==> config.mk <==
export PLATFORM = sky130hd
export DESIGN_NAME = adj_scheduler
export DESIGN_NICKNAME = d
export VERILOG_FILES = /design/src/rtl/adj_scheduler.sv
export SDC_FILE = /design/constraint.sdc
export NUM_CORES = 1
export LEC_CHECK = 0
export CORE_MARGIN = 3
export CORE_UTILIZATION = 32
export CTS_CLUSTER_SIZE = 10
export DETAILED_ROUTE_END_ITERATION = 10
export PLACE_DENSITY_LB_ADDON = 0.25
export SETUP_SLACK_MARGIN = 0.4
export SYNTH_ARGS = -nofsm -noshare
export SYNTH_HDL_FRONTEND = slang
export SYNTH_SLANG_ARGS = --single-unit
==> constraint.sdc <==
create_clock -name CLOCK -period 6.3 [get_ports CLOCK]
set_input_delay 1.26 -clock CLOCK [delete_from_list [all_inputs] [get_ports CLOCK]]
set_output_delay 1.26 -clock CLOCK [all_outputs]
set_load 0.01 [all_outputs]
==> src/rtl/adj_scheduler.sv <==
// Shared UP/DOWN editor for four waveform settings with
// press-and-hold auto-repeat that accelerates the longer a button is held.
module adj_scheduler #(
  parameter int unsigned MS_DIV   = 100000,
  parameter int unsigned FREQ_MAX = 20000,
  parameter int unsigned FREQ_RST = 1000,
  parameter int unsigned AMP_FULL = 4095
) (
  input  logic        CLOCK,
  input  logic        RESET_N,
  input  logic        UP,
  input  logic        DOWN,
  input  logic [1:0]  SEL,
  output logic [31:0] FREQ,
  output logic [31:0] MAX_AMP,
  output logic [31:0] MIN_AMP,
  output logic [31:0] DUTY,
  output logic [1:0]  ACTIVE_SEL,
  output logic        BUSY,
  output logic        LIMIT
);

  localparam logic [31:0] PRE_LAST = 32'(MS_DIV - 1);
  localparam logic [31:0] F_MAX    = 32'(FREQ_MAX);
  localparam logic [31:0] F_RST    = 32'(FREQ_RST);
  localparam logic [31:0] A_FULL   = 32'(AMP_FULL);

  typedef enum logic [1:0] {
    IDLE,
    HOLD,
    LOCK
  } state_t;

  state_t state;
  state_t state_d;

  logic        dir_up;
  logic [31:0] pre_cnt;
  logic [9:0]  ms_cnt;
  logic [3:0]  sec_cnt;
  logic [9:0]  per_cnt;
  logic [9:0]  per_nxt;
  logic [9:0]  period;
  logic        ms_tick;

  logic        step;
  logic        latch;
  logic        held;
  logic        other;
  logic        up_s;
  logic [1:0]  tgt;
  logic [31:0] cur;
  logic [31:0] lo;
  logic [31:0] hi;
  logic [31:0] nxt;
  logic        blocked;

  assign ms_tick = (state != IDLE) && (pre_cnt == PRE_LAST);
  assign per_nxt = per_cnt + 10'd1;
  assign held    = dir_up ? UP : DOWN;
  assign other   = dir_up ? DOWN : UP;
  assign up_s    = latch ? UP : dir_up;
  assign tgt     = latch ? SEL : ACTIVE_SEL;

  // Repeat period in ms, indexed by whole seconds held
  always_comb begin
    period = 10'd2;
    unique case (1'b1)
      (sec_cnt <= 4'd1):                      period = 10'd500;
      (sec_cnt == 4'd2):                      period = 10'd125;
      (sec_cnt >= 4'd3 && sec_cnt <= 4'd4):   period = 10'd31;
      (sec_cnt >= 4'd5 && sec_cnt <= 4'd7):   period = 10'd8;
      (sec_cnt >= 4'd8):                      period = 10'd2;
    endcase
  end

  always_comb begin
    state_d = state;
    step    = 1'b0;
    latch   = 1'b0;
    unique case (state)
      IDLE: begin
        if (UP ^ DOWN) begin
          state_d = HOLD;
          step    = 1'b1;
          latch   = 1'b1;
        end else if (UP && DOWN) begin
          state_d = LOCK;
        end
      end
      HOLD: begin
        if (!held) begin
          state_d = IDLE;
        end else if (other) begin
          state_d = LOCK;
        end else if (ms_tick && per_nxt >= period) begin
          step = 1'b1;
        end
      end
      LOCK: begin
        if (!UP && !DOWN) begin
          state_d = IDLE;
        end
      end
      default: state_d = IDLE;
    endcase
  end

  // Limits are evaluated on the pre-step value, so no wrap is possible
  always_comb begin
    cur = '0;
    lo  = '0;
    hi  = '0;
    unique case (tgt)
      2'd0: begin
        cur = FREQ;
        lo  = 32'd1;
        hi  = F_MAX;
      end
      2'd1: begin
        cur = MAX_AMP;
        lo  = MIN_AMP;
        hi  = A_FULL;
      end
      2'd2: begin
        cur = MIN_AMP;
        lo  = '0;
        hi  = (MAX_AMP < A_FULL) ? MAX_AMP : A_FULL;
      end
      2'd3: begin
        cur = DUTY;
        lo  = '0;
        hi  = 32'd100;
      end
    endcase
    blocked = up_s ? (cur >= hi) : (cur <= lo);
    nxt     = up_s ? cur + 32'd1 : cur - 32'd1;
  end

  always_ff @(posedge CLOCK or negedge RESET_N) begin
    if (!RESET_N) begin
      state <= IDLE;
    end else begin
      state <= state_d;
    end
  end

  always_ff @(posedge CLOCK or negedge RESET_N) begin
    if (!RESET_N) begin
      pre_cnt <= '0;
      ms_cnt  <= '0;
      sec_cnt <= '0;
      per_cnt <= '0;
    end else if (state == IDLE) begin
      pre_cnt <= '0;
      ms_cnt  <= '0;
      sec_cnt <= '0;
      per_cnt <= '0;
    end else if (ms_tick) begin
      pre_cnt <= '0;
      if (ms_cnt == 10'd999) begin
        ms_cnt <= '0;
        if (sec_cnt != 4'd15) begin
          sec_cnt <= sec_cnt + 4'd1;
        end
      end else begin
        ms_cnt <= ms_cnt + 10'd1;
      end
      if (state == HOLD) begin
        per_cnt <= step ? '0 : per_nxt;
      end
    end else begin
      pre_cnt <= pre_cnt + 32'd1;
    end
  end

  always_ff @(posedge CLOCK or negedge RESET_N) begin
    if (!RESET_N) begin
      FREQ       <= F_RST;
      MAX_AMP    <= A_FULL;
      MIN_AMP    <= '0;
      DUTY       <= 32'd50;
      ACTIVE_SEL <= '0;
      dir_up     <= 1'b0;
      BUSY       <= 1'b0;
      LIMIT      <= 1'b0;
    end else begin
      BUSY  <= (state != IDLE);
      LIMIT <= step && blocked;
      if (latch) begin
        ACTIVE_SEL <= SEL;
        dir_up     <= UP;
      end
      if (step && !blocked) begin
        unique case (tgt)
          2'd0: FREQ    <= nxt;
          2'd1: MAX_AMP <= nxt;
          2'd2: MIN_AMP <= nxt;
          2'd3: DUTY    <= nxt;
        endcase
      end
    end
  end

endmodule

==> parameters.txt <==
Parameter                              Value

STA
  Slew at the pin closest to its max-slew limit ... 1109 ps
  Min setup slack post-route ... 564.9 ps
  Final worst-path cycle share ... 0.9103
  Period minus WS final ... 5735 ps
  Unrepaired setup endpoints after global routing ... false
  Maximum clock frequency ... 174.4 MHz
  Number of pins exceeding their max-slew limit in the final report ... 0
  Final Setup Violations ... 0
  Worst rel slew slack ... 0.2588
  Clock Skew ... 18.74 ps
  Final hold violation count ... 0
  Tightest hold margin ... 488.7 ps

Worst setup path
  WP buf/inv ... 11
  Cell Chain, Critical Path ... clkdlybuf4s50_1 -> inv_2 -> ha_4 -> nor3b_4 -> buf_6 -> mux2i_4 -> clkinv_4 -> buf_12 -> buf_4 -> mux4_2 -> buf_4 -> ha_1 -> a21oi_1 -> o21ai_0 -> a2111oi_0 -> o21ai_0 -> o22ai_2 -> buf_4 -> buf_4 -> nand4_4 -> buf_12 -> buf_8 -> mux2_1
  Worst path top cell family by delay ... buffers and inverters
  Critical path class ... input port to flip-flop
  Endpoint required time on the critical path ... 6620 ps
  Crit path top cell by count ... buf_4
  Startpoint type of the worst setup path ... input port
  Kind of end point of the critical path ... flip-flop
  CP arrival ... 6060 ps
  Cell with the largest stage delay on the worst path ... clkdlybuf4s50_1
  Worst stage delay on the critical path ... 520 ps
  Peak fanout along the critical path ... 12

Synth
  Synthesized instance count ... 1179
  Top cells by area, synth ... dfrtp_1, ha_1, mux2_1
  Avg Cell Area, Syn ... 10.53 µm²
  Synthesized flop and latch total ... 191
  Sequential element share of the synthesized area ... 0.3872
  Number of flops mapped to enable cells by yosys ... 0
  Most common cell in the synthesized netlist ... dfrtp_1
  Number of distinct library cells after synthesis ... 64
  Share of synthesized registers carrying an async set or reset ... 1.000
  Netlist area before placement ... 12410 µm²
  Biggest area consumer among synthesized cells ... dfrtp_1
  Yosys warns ... 0
  Area share of the largest cell type after synthesis ... 0.3427
  Prevailing post-synth register cell ... dfrtp_1
  Top cells by instance count after synthesis ... dfrtp_1, mux2_1, ha_1

Clock tree
  CTS tree ... yes
  Master cell of the clock root buffer ... clkbuf_16
  TritonCTS Buffers ... 17
  Clock edge transition at the registers on the reported setup and hold paths ... 80 ps
  Max clock buf depth ... 2
  Total clock sinks ... 191
  Clock latency of the later-clocked register in the worst-skew pair ... 450 ps
  Number of levels the H-tree was split into ... 4

Floorplan
  Vert. Die Dim ... 202.9 µm
  Starting density of the core ... 0.3272
  Die Outline Area ... 41190 µm²
  Width of the chip ... 202.9 µm
  Area of the core region ... 37930 µm²
  Top-Level Pins ... 138
  Placement Rows ... 71

Final layout
  Syn-to-layout area delta ... 27.81%
  Fill count ... 3653
  Area of the multi-input gates ... 7584 µm²
  Fraction of layout instances using a drive strength above 1 ... 0.1387
  Sequential cell area ... 4806 µm²
  Post-route cell area ... 15860 µm²
  Post-layout net count ... 1506
  Count of antenna diodes in the layout ... 0

Drt
  Overall routed net length ... 37.32 mm
  Vias ... 9953
  Remaining routing DRC violations ... 0
  Average vias per placed instance ... 5.211
  First-pass iteration count of the detailed router ... 7
  Final ANT Viol Nets ... 0
  Routed wire length per instance ... 19.54 µm
  1st-iter DRT viols ... 546

Global routing
  Number of antenna violations at the first check in global routing ... 0
  GRT Residual Overflow ... 0
  Via count of the first global-routing pass ... 10030
  First-pass GRT wire length ... 57.26 mm
  Maximum number of pins on one net before global-route repair ... 118
  Total routing resource utilization after global routing ... 0.1755

Place
  Buffers added on ports ... 137
  Cell area after placement ... 14740 µm²
  Worst setup timing slack at the placement stage ... -135.5 ps
  Post-detail-place hpwl ... 27.15 mm
  Weighted congestion reported at the end of routability-driven placement ... 0.8950

Job
  Count of max-cap constraint violations ... 0

Worst hold path
  Path type of the worst min-delay path ... flip-flop to flip-flop

Status
  Outcome ... completed
==> area by class of cell <==
type,instances,share of cell area
repair buffers,202,0.1305
inverters,43,0.01049
flip-flops and latches,191,0.3029
well taps,511,0.04030
clock buffers,18,0.02705
clock inverters,14,0.01065
multi-input cells,931,0.4780
==> state kept, by name (all words and copies together), names as in the netlist, 2 cells and up <==
| name | flops |
|---|---|
| state | 2 |
| per_cnt | 10 |
| ms_cnt | 10 |
| DUTY | 32 |
| MIN_AMP | 32 |
| pre_cnt | 32 |
| sec_cnt | 4 |
| MAX_AMP | 32 |
| FREQ | 32 |
| ACTIVE_SEL | 2 |
==> layout by cell type, fill, tap and decap left out, types with 4 or more instances in the layout <==
cell type | netlist | final
ha_4 | 0 | 7
conb_1 | 1 | 19
or3_1 | 6 | 6
xnor2_1 | 33 | 33
clkbuf_16 | 0 | 19
o21ai_1 | 2 | 5
nand2_1 | 87 | 87
nand2b_1 | 9 | 9
and4_1 | 7 | 7
a211oi_1 | 12 | 9
ha_1 | 113 | 106
a21oi_1 | 56 | 56
inv_1 | 40 | 38
or2_2 | 4 | 4
buf_12 | 0 | 12
mux2i_1 | 14 | 12
nor4_1 | 9 | 9
clkdlybuf4s50_1 | 0 | 136
a31oi_1 | 10 | 9
o21ai_0 | 58 | 55
xor2_1 | 34 | 34
and2_1 | 8 | 8
buf_6 | 0 | 4
a21o_1 | 24 | 24
a32o_1 | 5 | 5
o31ai_1 | 7 | 6
and3_1 | 18 | 18
mux4_2 | 33 | 33
buf_4 | 0 | 46
dfrtp_1 | 170 | 170
inv_6 | 0 | 4
nor2b_1 | 6 | 6
mux2_1 | 115 | 115
dfstp_2 | 21 | 21
nor2_1 | 107 | 106
nand3_1 | 41 | 40
nand4_1 | 24 | 24
nor3_1 | 14 | 13
o21a_1 | 6 | 6
o21bai_1 | 4 | 4
==> stage by stage <==
step                utilization  instances  setup TNS, ps
global placement         0.3886       1848         -346.6
CTS                      0.4046       1880              0
finish                   0.4182       1910              0
floorplan                     -       1197              0
detailed placement       0.3886       1848          -1959
global route             0.4182       1910              0
==> routing by layer <==
layer,global-route usage,vias up,wire [µm]
met5,0,-,0
met3,0.04634,19,2044
met4,0.03415,0,425
met1,0.2295,4991,16830
met2,0.2952,183,18020
li1,-,4760,-
==> logic make-up after synthesis <==
logic type,Yosys count,share of synthesized area
buffers and inverters,75,0.02409
muxes,165,0.1784
adders and majority gates,114,0.1155
and+or+nand+nor,353,0.1389
other,1,0.0003021
DFF,191,0.3872
xor gates and xnor gates,67,0.04728
AOI/OAI and AO/OA,213,0.1083
==> what timing repair did <==
item,CTS,global route
cloned,0,2
buffers inserted,0,28
hold buffers,0,0
pin swaps,0,8
endpoints found under the hold margin,0,0
setup endpoints to repair,11,128
resized for setup,2,42
==> worst paths after layout <==
| kind | from | end | slack [ps] | depth (start not counted) |
|---|---|---|---|---|
| setup / recovery | DOWN | MIN_AMP[8]$_DFFE_PN0P_ | 560 | 23 |
| hold / removal | pre_cnt[0]$_DFF_PN0_ | pre_cnt[0]$_DFF_PN0_ | 490 | 1 |
| setup reg to reg | state[1]$_DFFE_PN0P_ | MIN_AMP[8]$_DFFE_PN0P_ | 1720 | 20 |
| hold reg to reg | pre_cnt[0]$_DFF_PN0_ | pre_cnt[0]$_DFF_PN0_ | 490 | 1 |
| max in group asynchronous | RESET_N | MIN_AMP[8]$_DFFE_PN0P_ | 4440 | 2 |
| min in group asynchronous | RESET_N | MAX_AMP[19]$_DFFE_PN0P_ | 800 | 1 |
Power is not shown: default switching activity piles up to over one toggle a cycle in this logic, so the estimate is an artifact.
